## config.mk

```make
export PLATFORM = sky130hd
export DESIGN_NAME = vend_txn_controller
export DESIGN_NICKNAME = d
export VERILOG_FILES = /design/src/rtl/vend_txn_controller.sv
export SDC_FILE = /design/constraint.sdc
export NUM_CORES = 1
export LEC_CHECK = 0
export CORE_MARGIN = 1.5
export CORE_UTILIZATION = 57
export CTS_BUF_LIST = sky130_fd_sc_hd__clkbuf_16
export DETAILED_ROUTE_END_ITERATION = 8
export GPL_TIMING_DRIVEN = 1
export PLACE_DENSITY_LB_ADDON = 0.12
export SLEW_MARGIN = 25
export SYNTH_ARGS = -nofsm -noshare
export SYNTH_HDL_FRONTEND = slang
export SYNTH_SLANG_ARGS = --single-unit
```

## constraint.sdc

```tcl
create_clock -name clk -period 3.57 [get_ports clk]
set_input_delay 0.714 -clock clk [delete_from_list [all_inputs] [get_ports clk]]
set_output_delay 0.714 -clock clk [all_outputs]
set_load 0.02 [all_outputs]
```

## src/rtl/vend_txn_controller.sv

```systemverilog
// Vending machine transaction sequencer: product select, coin credit, dispense,
// change/refund payout handshake and per-product stock bookkeeping.
module vend_txn_controller #(
  parameter int         PRICE0      = 15,
  parameter int         PRICE1      = 20,
  parameter int         PRICE2      = 25,
  parameter int         PRICE3      = 12,
  parameter logic [3:0] STOCK_INIT  = 4'd9,
  parameter int         MAX_AMOUNT  = 99,
  parameter int         TIMEOUT_CYC = 250_000_000,
  parameter int         SOLDOUT_CYC = 50_000_000
) (
  input  logic       clk,
  input  logic       reset,
  input  logic       key_valid,
  input  logic [3:0] key_code,
  input  logic       restock,
  input  logic       payout_ack,
  output logic [2:0] state_out,
  output logic [1:0] sel_product,
  output logic [7:0] price,
  output logic [7:0] amount,
  output logic       dispense,
  output logic       coin_reject,
  output logic       payout_valid,
  output logic [7:0] payout_amt,
  output logic [3:0] sold_out
);

  localparam int TW = $clog2(TIMEOUT_CYC + 1);
  localparam int SW = $clog2(SOLDOUT_CYC + 1);

  typedef enum logic [2:0] {
    IDLE     = 3'd0,
    PAY      = 3'd1,
    DISPENSE = 3'd2,
    CHANGE   = 3'd3,
    REFUND   = 3'd4,
    SOLDOUT  = 3'd5
  } state_t;

  state_t          state_reg;
  logic [1:0]      sel_reg;
  logic [7:0]      price_reg;
  logic [7:0]      amount_reg;
  logic            dispense_reg;
  logic            coin_reject_reg;
  logic            payout_valid_reg;
  logic [7:0]      payout_amt_reg;
  logic [TW-1:0]   timer_reg;
  logic [SW-1:0]   soldout_cnt_reg;
  logic [3:0]      stock_reg [4];

  function automatic logic [7:0] price_of(input logic [1:0] idx);
    case (idx)
      2'd0:    price_of = 8'(PRICE0);
      2'd1:    price_of = 8'(PRICE1);
      2'd2:    price_of = 8'(PRICE2);
      default: price_of = 8'(PRICE3);
    endcase
  endfunction

  logic       is_sel;
  logic       is_coin;
  logic       is_cancel;
  logic [3:0] coin_val;
  logic [8:0] coin_sum;
  logic       coin_fits;
  logic [7:0] key_price;
  logic [3:0] key_stock;
  logic       timer_hit;
  logic       cancel_now;

  always_comb begin
    is_sel    = (key_code[3:2] == 2'b00);
    is_cancel = (key_code == 4'hF);
    case (key_code)
      4'hA:    coin_val = 4'd2;
      4'hB:    coin_val = 4'd5;
      4'hC:    coin_val = 4'd10;
      default: coin_val = 4'd0;
    endcase
    is_coin    = (coin_val != 4'd0);
    coin_sum   = {1'b0, amount_reg} + {5'd0, coin_val};
    coin_fits  = (coin_sum <= 9'(MAX_AMOUNT));
    key_price  = price_of(key_code[1:0]);
    key_stock  = stock_reg[key_code[1:0]];
    timer_hit  = (timer_reg == TW'(TIMEOUT_CYC - 1));
    // A key in the same cycle as the timeout takes precedence over it
    cancel_now = key_valid ? is_cancel : timer_hit;
  end

  always_ff @(posedge clk or negedge reset) begin
    if (!reset) begin
      state_reg        <= IDLE;
      sel_reg          <= 2'd0;
      price_reg        <= 8'd0;
      amount_reg       <= 8'd0;
      dispense_reg     <= 1'b0;
      coin_reject_reg  <= 1'b0;
      payout_valid_reg <= 1'b0;
      payout_amt_reg   <= 8'd0;
      timer_reg        <= '0;
      soldout_cnt_reg  <= '0;
      for (int i = 0; i < 4; i++) stock_reg[i] <= STOCK_INIT;
    end else begin
      dispense_reg    <= 1'b0;
      coin_reject_reg <= 1'b0;
      case (state_reg)
        IDLE: begin
          if (restock) begin
            for (int i = 0; i < 4; i++) stock_reg[i] <= STOCK_INIT;
          end
          if (key_valid && is_sel) begin
            if (key_stock != 4'd0) begin
              sel_reg    <= key_code[1:0];
              price_reg  <= key_price;
              amount_reg <= 8'd0;
              timer_reg  <= '0;
              state_reg  <= PAY;
            end else begin
              soldout_cnt_reg <= '0;
              state_reg       <= SOLDOUT;
            end
          end
        end

        PAY: begin
          // Compare uses the registered credit, so a sale starts one cycle after the last coin
          if (amount_reg >= price_reg) begin
            dispense_reg   <= 1'b1;
            payout_amt_reg <= amount_reg - price_reg;
            if (stock_reg[sel_reg] != 4'd0) begin
              stock_reg[sel_reg] <= stock_reg[sel_reg] - 4'd1;
            end
            state_reg <= DISPENSE;
          end else begin
            if (key_valid) timer_reg <= '0;
            else           timer_reg <= timer_reg + 1'b1;
            if (key_valid && is_coin) begin
              if (coin_fits) amount_reg      <= coin_sum[7:0];
              else           coin_reject_reg <= 1'b1;
            end else if (cancel_now) begin
              if (amount_reg != 8'd0) begin
                payout_valid_reg <= 1'b1;
                payout_amt_reg   <= amount_reg;
                state_reg        <= REFUND;
              end else begin
                price_reg <= 8'd0;
                state_reg <= IDLE;
              end
            end
          end
        end

        DISPENSE: begin
          amount_reg <= 8'd0;
          if (payout_amt_reg != 8'd0) begin
            payout_valid_reg <= 1'b1;
            state_reg        <= CHANGE;
          end else begin
            price_reg <= 8'd0;
            state_reg <= IDLE;
          end
        end

        CHANGE, REFUND: begin
          if (payout_ack && payout_valid_reg) begin
            payout_valid_reg <= 1'b0;
            payout_amt_reg   <= 8'd0;
            amount_reg       <= 8'd0;
            price_reg        <= 8'd0;
            state_reg        <= IDLE;
          end
        end

        SOLDOUT: begin
          if (soldout_cnt_reg == SW'(SOLDOUT_CYC - 1)) begin
            state_reg <= IDLE;
          end else begin
            soldout_cnt_reg <= soldout_cnt_reg + 1'b1;
          end
        end

        default: begin
          price_reg        <= 8'd0;
          amount_reg       <= 8'd0;
          payout_valid_reg <= 1'b0;
          payout_amt_reg   <= 8'd0;
          state_reg        <= IDLE;
        end
      endcase
    end
  end

  genvar gi;
  generate
    for (gi = 0; gi < 4; gi++) begin : g_sold_out
      assign sold_out[gi] = (stock_reg[gi] == 4'd0);
    end
  endgenerate

  assign state_out    = state_reg;
  assign sel_product  = sel_reg;
  assign price        = price_reg;
  assign amount       = amount_reg;
  assign dispense     = dispense_reg;
  assign coin_reject  = coin_reject_reg;
  assign payout_valid = payout_valid_reg;
  assign payout_amt   = payout_amt_reg;

endmodule

```

; After elaboration in Yosys (flattened, before gate mapping)
; Cells that the tools add are included.
[totals]
regBits = 102
inputBits = 9
output_inout_bits = 36
elab_cells = 161
[classes]
n_addsub = 5
order_cmp = 5
eq_ne = 34
muxes = 68
bitwise_logic = 5
n_reduce_logical = 30
[op_table]
columns = cell, n
row1 = $mux 8, 17
row2 = $mux 28, 4
row3 = $mux 26, 3
row4 = $pmux 28 s2, 1
row5 = $pmux 26 s2, 1
row6 = $mux 16, 3
row7 = $pmux 8 s5, 1
row8 = $ne 2x2->1 const B, 18
row9 = $pmux 16 s2, 1
row10 = $pmux 8 s4, 1
row11 = $add 28x1->28 const B, 1
row12 = $eq 28x28->1 const B, 1
row13 = $add 26x1->26 const B, 1
row14 = $eq 26x26->1 const B, 1
row15 = $mux 3, 8
row16 = $pmux 8 s3, 1
row17 = $mux 4, 5
row18 = $bmux 4 s2, 2
row19 = $bwmux 16, 1
row20 = $eq 4x4->1 const B, 4
row21 = $logic_not 4->1, 4
row22 = $reduce_bool 8->1, 2
row23 = $pmux 3 s5, 1
row24 = $pmux 5 s3, 1
row25 = other kinds (32), 64

; Depth between registers and ports, before layout
[logic_depth]
word_depth = 9
mapped_depth = 13
mapped_depth_nobuf = 12

; Worst setup path after synthesis
; OpenSTA, ideal clock, no wires.
[synth_path]
kind = input-to-reg
startpoint = in key_code[0]
endpoint = reg amount_reg[1], in the netlist amount[1]
setup_ns = 0.067
t_arrival_ns = 2.945
setup_slack_ns = 0.558
path_stages = 12
n_path_buf = 0
path_cell_list = inv_1 ha_1 nand2_1 a21boi_0 fa_1 a211o_1 o211ai_1 nor4_1 a211oi_1 o21a_1 nor3b_1 a22o_1
[synth_between]
elab_chain_len = 7
word_cells_on_any_way = 21
cone_classes = add/sub (1) / order compare (1) / eq/ne (6) / mux (8) / bitwise (1) / reduce/logical (4)
[synth_lines]
columns = element, line
row1 = start: declaration, 16  ; input logic [3:0] key_code,
row2 = branches (longest 7 deep; another with $add 8x4->9), n/a
row3 = end signal: assignment, 141  ; if (coin_fits) amount_reg <= coin_sum[7:0];
row4 = end: declaration, 45  ; logic [7:0] amount_reg;
; Parallel ways; which one is timed is not known. The select of a mux whose other input is x is not followed.
; A chain may end at the register's enable or synchronous reset.

; Worst setup path after layout
[layout_path]
startpoint = in key_code[1]
endpoint = reg amount_reg[1], in the netlist amount[1]
; The elaborated chain is that of the path after synthesis.

==> results.sh <==
export IMPL_outcome="finished clean"
export IMPL_num_antenna_cells=0
export IMPL_crit_required_ns=3.81
export IMPL_ys_seq_area_share_pct=41.5
export IMPL_crit_arrival_ns=3.65
export IMPL_mostFrequentLayoutCell="dfrtp_1"
export IMPL_rows=37
export IMPL_seqPwrFrac_pct=52.2
export IMPL_fin_hold_ws_ns=0.403
export IMPL_timing_setup_tns_ns=0
export IMPL_area_growth_synth_to_final_pct=15.6
export IMPL_cts_tree="built"
export IMPL_maxSlewHeadroom_pct=48.2
export IMPL_power_share_switching_pct=22.2
export IMPL_dp_hpwl_mm=10.4
export IMPL_drc=0
export IMPL_firstDrtPassIters=5
export IMPL_clk_pin_slew_worst_paths_ns=0.06
export IMPL_power_switching_uw=483
export IMPL_fmax_mhz=293
export IMPL_ios=45
export IMPL_synth_area_leaders="dfrtp_1 (38%), o21ai_0 (5.6%), nand2_1 (4.6%), nor2_1 (3.6%), dfstp_2 (3.5%)"
export IMPL_ys_ff_latch=99
export IMPL_synth_edff_count=0
export IMPL_startpoint_type="input pin"
export IMPL_largest_register_ff_count=28
export IMPL_use_met2_pct=45.7
export IMPL_routed_wl_mm=14.4
export IMPL_yosysUniqueCellTypes=72
export IMPL_grt_pass1_vias=4865
export IMPL_setup_slack_ns=0.161
export IMPL_clk_latency_ns=0.36
export IMPL_core_area_mm2=0.0103
export IMPL_mappedNetlistArea_mm2=0.00600
export IMPL_cap_violations=0
export IMPL_overflow=0
export IMPL_min_period_over_period_pct=95.5
export IMPL_htreeDepth=3
export IMPL_synthCells=644
export IMPL_grt_busiest_layer="met2"
export IMPL_tightest_slew_ns=0.776
export IMPL_grt_util_met1_pct=34.8
export IMPL_grt_use_total_pct=27.1
export IMPL_drive_gt1_share_pct=14.3
export IMPL_postCtsSetupRepairBufs=0
export IMPL_grt_first_pass_wirelength_mm=23.9
export IMPL_r2r_start="amount[0]$_DFFE_PN0P_"
export IMPL_hold_class="input pin to asynchronous set/reset pin"
export IMPL_cts_sinks=99
export IMPL_ys_async_sr_fraction_pct=100
export IMPL_r2r_end="payout_amt[1]$_DFFE_PN0P_"
export IMPL_synth_top_area_share_pct=38.0
export IMPL_ys_flop_type="dfrtp_1"
export IMPL_fin_util_pct=67.5
export IMPL_ys_warn_count=0
export IMPL_fin_crit_ns=3.41
export IMPL_slew_viol_final=0
export IMPL_dieArea_mm2=0.0111
export IMPL_reg2reg_depth=12
export IMPL_routabilityCongestion=0.871
export IMPL_rrSetupSlack_ns=0.45
export IMPL_intPower_uw=1690
export IMPL_die_y_um=106
export IMPL_num_vias=5102
export IMPL_total_power_uw=2170
export IMPL_worst_setup_path_end_kind="register"
export IMPL_cp_max_fo=6
export IMPL_final_cell_mix="dfrtp_1 (91), nand2_1 (74), o21ai_0 (67), nor2_1 (58), clkdlybuf4s50_1 (39)"
export IMPL_wl_per_cell_um=17.1
export IMPL_drtIter0Drc=252
export IMPL_die_x_um=106
export IMPL_grt_max_degree=59
export IMPL_combPwrFrac_pct=3.7
export IMPL_irDropWorstVdd_mv=0.346
export IMPL_fin_worst_skew_ns=0.00870
export IMPL_initial_utilization_pct=58.4
export IMPL_port_buffers=41
export IMPL_cts_path_max_buffers=2
export IMPL_synth_area_leader_cell="dfrtp_1"
export IMPL_synth_avg_cell_area_um2=9.31
export IMPL_viasPerCell=6.06
export IMPL_ant_nets=0
export IMPL_pwr_share_clk_pct=44.0
export IMPL_nFillCells=810
export IMPL_post_place_ws_ns=-0.403
export IMPL_cts_root_buf="clkbuf_16"
export IMPL_antenna_found_initial=0
export IMPL_use_met3_pct=5.81
export IMPL_p_leak_uw=0.00301
export IMPL_numCtsBuffers=9
export IMPL_pwr_density_cell_mw_per_mm2=314
export IMPL_critPathKind="input pin to register"
export IMPL_fin_nets=728
export IMPL_hold_viol_final=0
export IMPL_finalSetupViolCount=0
## logic make-up after synthesis
logic type	synth area share (%)
AO/OA/AOI/OAI	17.5
XOR/XNOR	4.23
adder cells (fa/ha/maj)	4.00
buffers and inverters	4.00
flip-flops	41.5
multiplexers	5.11
other	0.0625
AND/OR/NAND/NOR	23.6
## area by class of cell
| cell class | instances | area (um2) | share of cell area (%) |
|---|---|---|---|
| multi-input combinational | 504 | 3300 | 47.6 |
| tap | 136 | 170 | 2.45 |
| inverter | 16 | 60.1 | 0.866 |
| clock buffer | 9 | 225 | 3.25 |
| sequential | 99 | 2490 | 35.9 |
| clock inverter | 7 | 61.3 | 0.884 |
| timing repair buffer | 71 | 632 | 9.11 |
## metal layers
metal  routed length [um]  vias up  part of all wire, %
met4                  253        0                  1.8
met5                    0        -                    0
met1                 6460     2510                   45
met2                 7180      125                   50
met3                  512       19                  3.6
li1                     -     2448                    -
## power groups by stage
| stage | Sequential [uW] | Clock, uW | Combinational (uW) |
|---|---|---|---|
| 6_report | 1140 | 958 | 80.6 |
| 2_1_floorplan | 1150 | 0 | 32.5 |
| 4_1_cts | 1140 | 976 | 81.4 |
| 3_5_place_dp | 1160 | 0 | 81.4 |
| 3_3_place_gp | 1160 | 0 | 79.9 |
| 5_1_grt | 1140 | 1020 | 90.8 |
## synth_stat cells (all sizes together) (11+ instances only)
cell and number:
xor2 16, a31oi 11, inv 16, nor3 13
and2 13, ha 16, a21oi 23, nand3 20
mux2 13, nand4 18, nor4 18, nand2 75
xnor2 13, nor2 59, o21ai 68, dfrtp 91
clkbuf 18, o31ai 11
## worst max path at each step
stage | cells past startpoint | slack, ns | startpoint | to
4_1_cts | 13 | 0.1 | key_code[1] | amount[1]$_DFFE_PN0P_
3_5_place_dp | 13 | -0.40 | key_code[0] | amount[1]$_DFFE_PN0P_
5_1_grt | 13 | -0.02 | key_code[1] | amount[1]$_DFFE_PN0P_
2_1_floorplan | 12 | 0.56 | key_code[0] | amount[1]$_DFFE_PN0P_
6_report | 13 | 0.16 | key_code[1] | amount[1]$_DFFE_PN0P_
3_3_place_gp | 13 | -0.23 | key_code[0] | amount[0]$_DFFE_PN0P_
## metrics by stage
step / instance area, um2 / instances
after floorplan: 6010 / 647
after global routing: 6930 / 842
final: 6930 / 842
after detailed placement: 6640 / 826
after CTS: 6930 / 842
after global placement: 6640 / 826
## worst max-delay path, cell delays in order
cell             delay [ns]
clkdlybuf4s50_1        0.50
ha_1                   0.25
nand2_1                0.09
nor2_1                 0.07
ha_1                   0.21
fa_1                   0.41
a211o_1                0.29
o21ai_0                0.15
xnor2_1                0.10
nor3b_1                0.22
o21a_1                 0.24
o21bai_2               0.13
a22o_1                 0.27
## timing repair
action / 4_1_cts / 5_1_grt
pin swaps: 0 / 2
setup endpoints to repair: 3 / 7
resized for setup: 2 / 3
hold buffers: 0 / 0
Note: power is estimated with default switching activity, not from simulation.
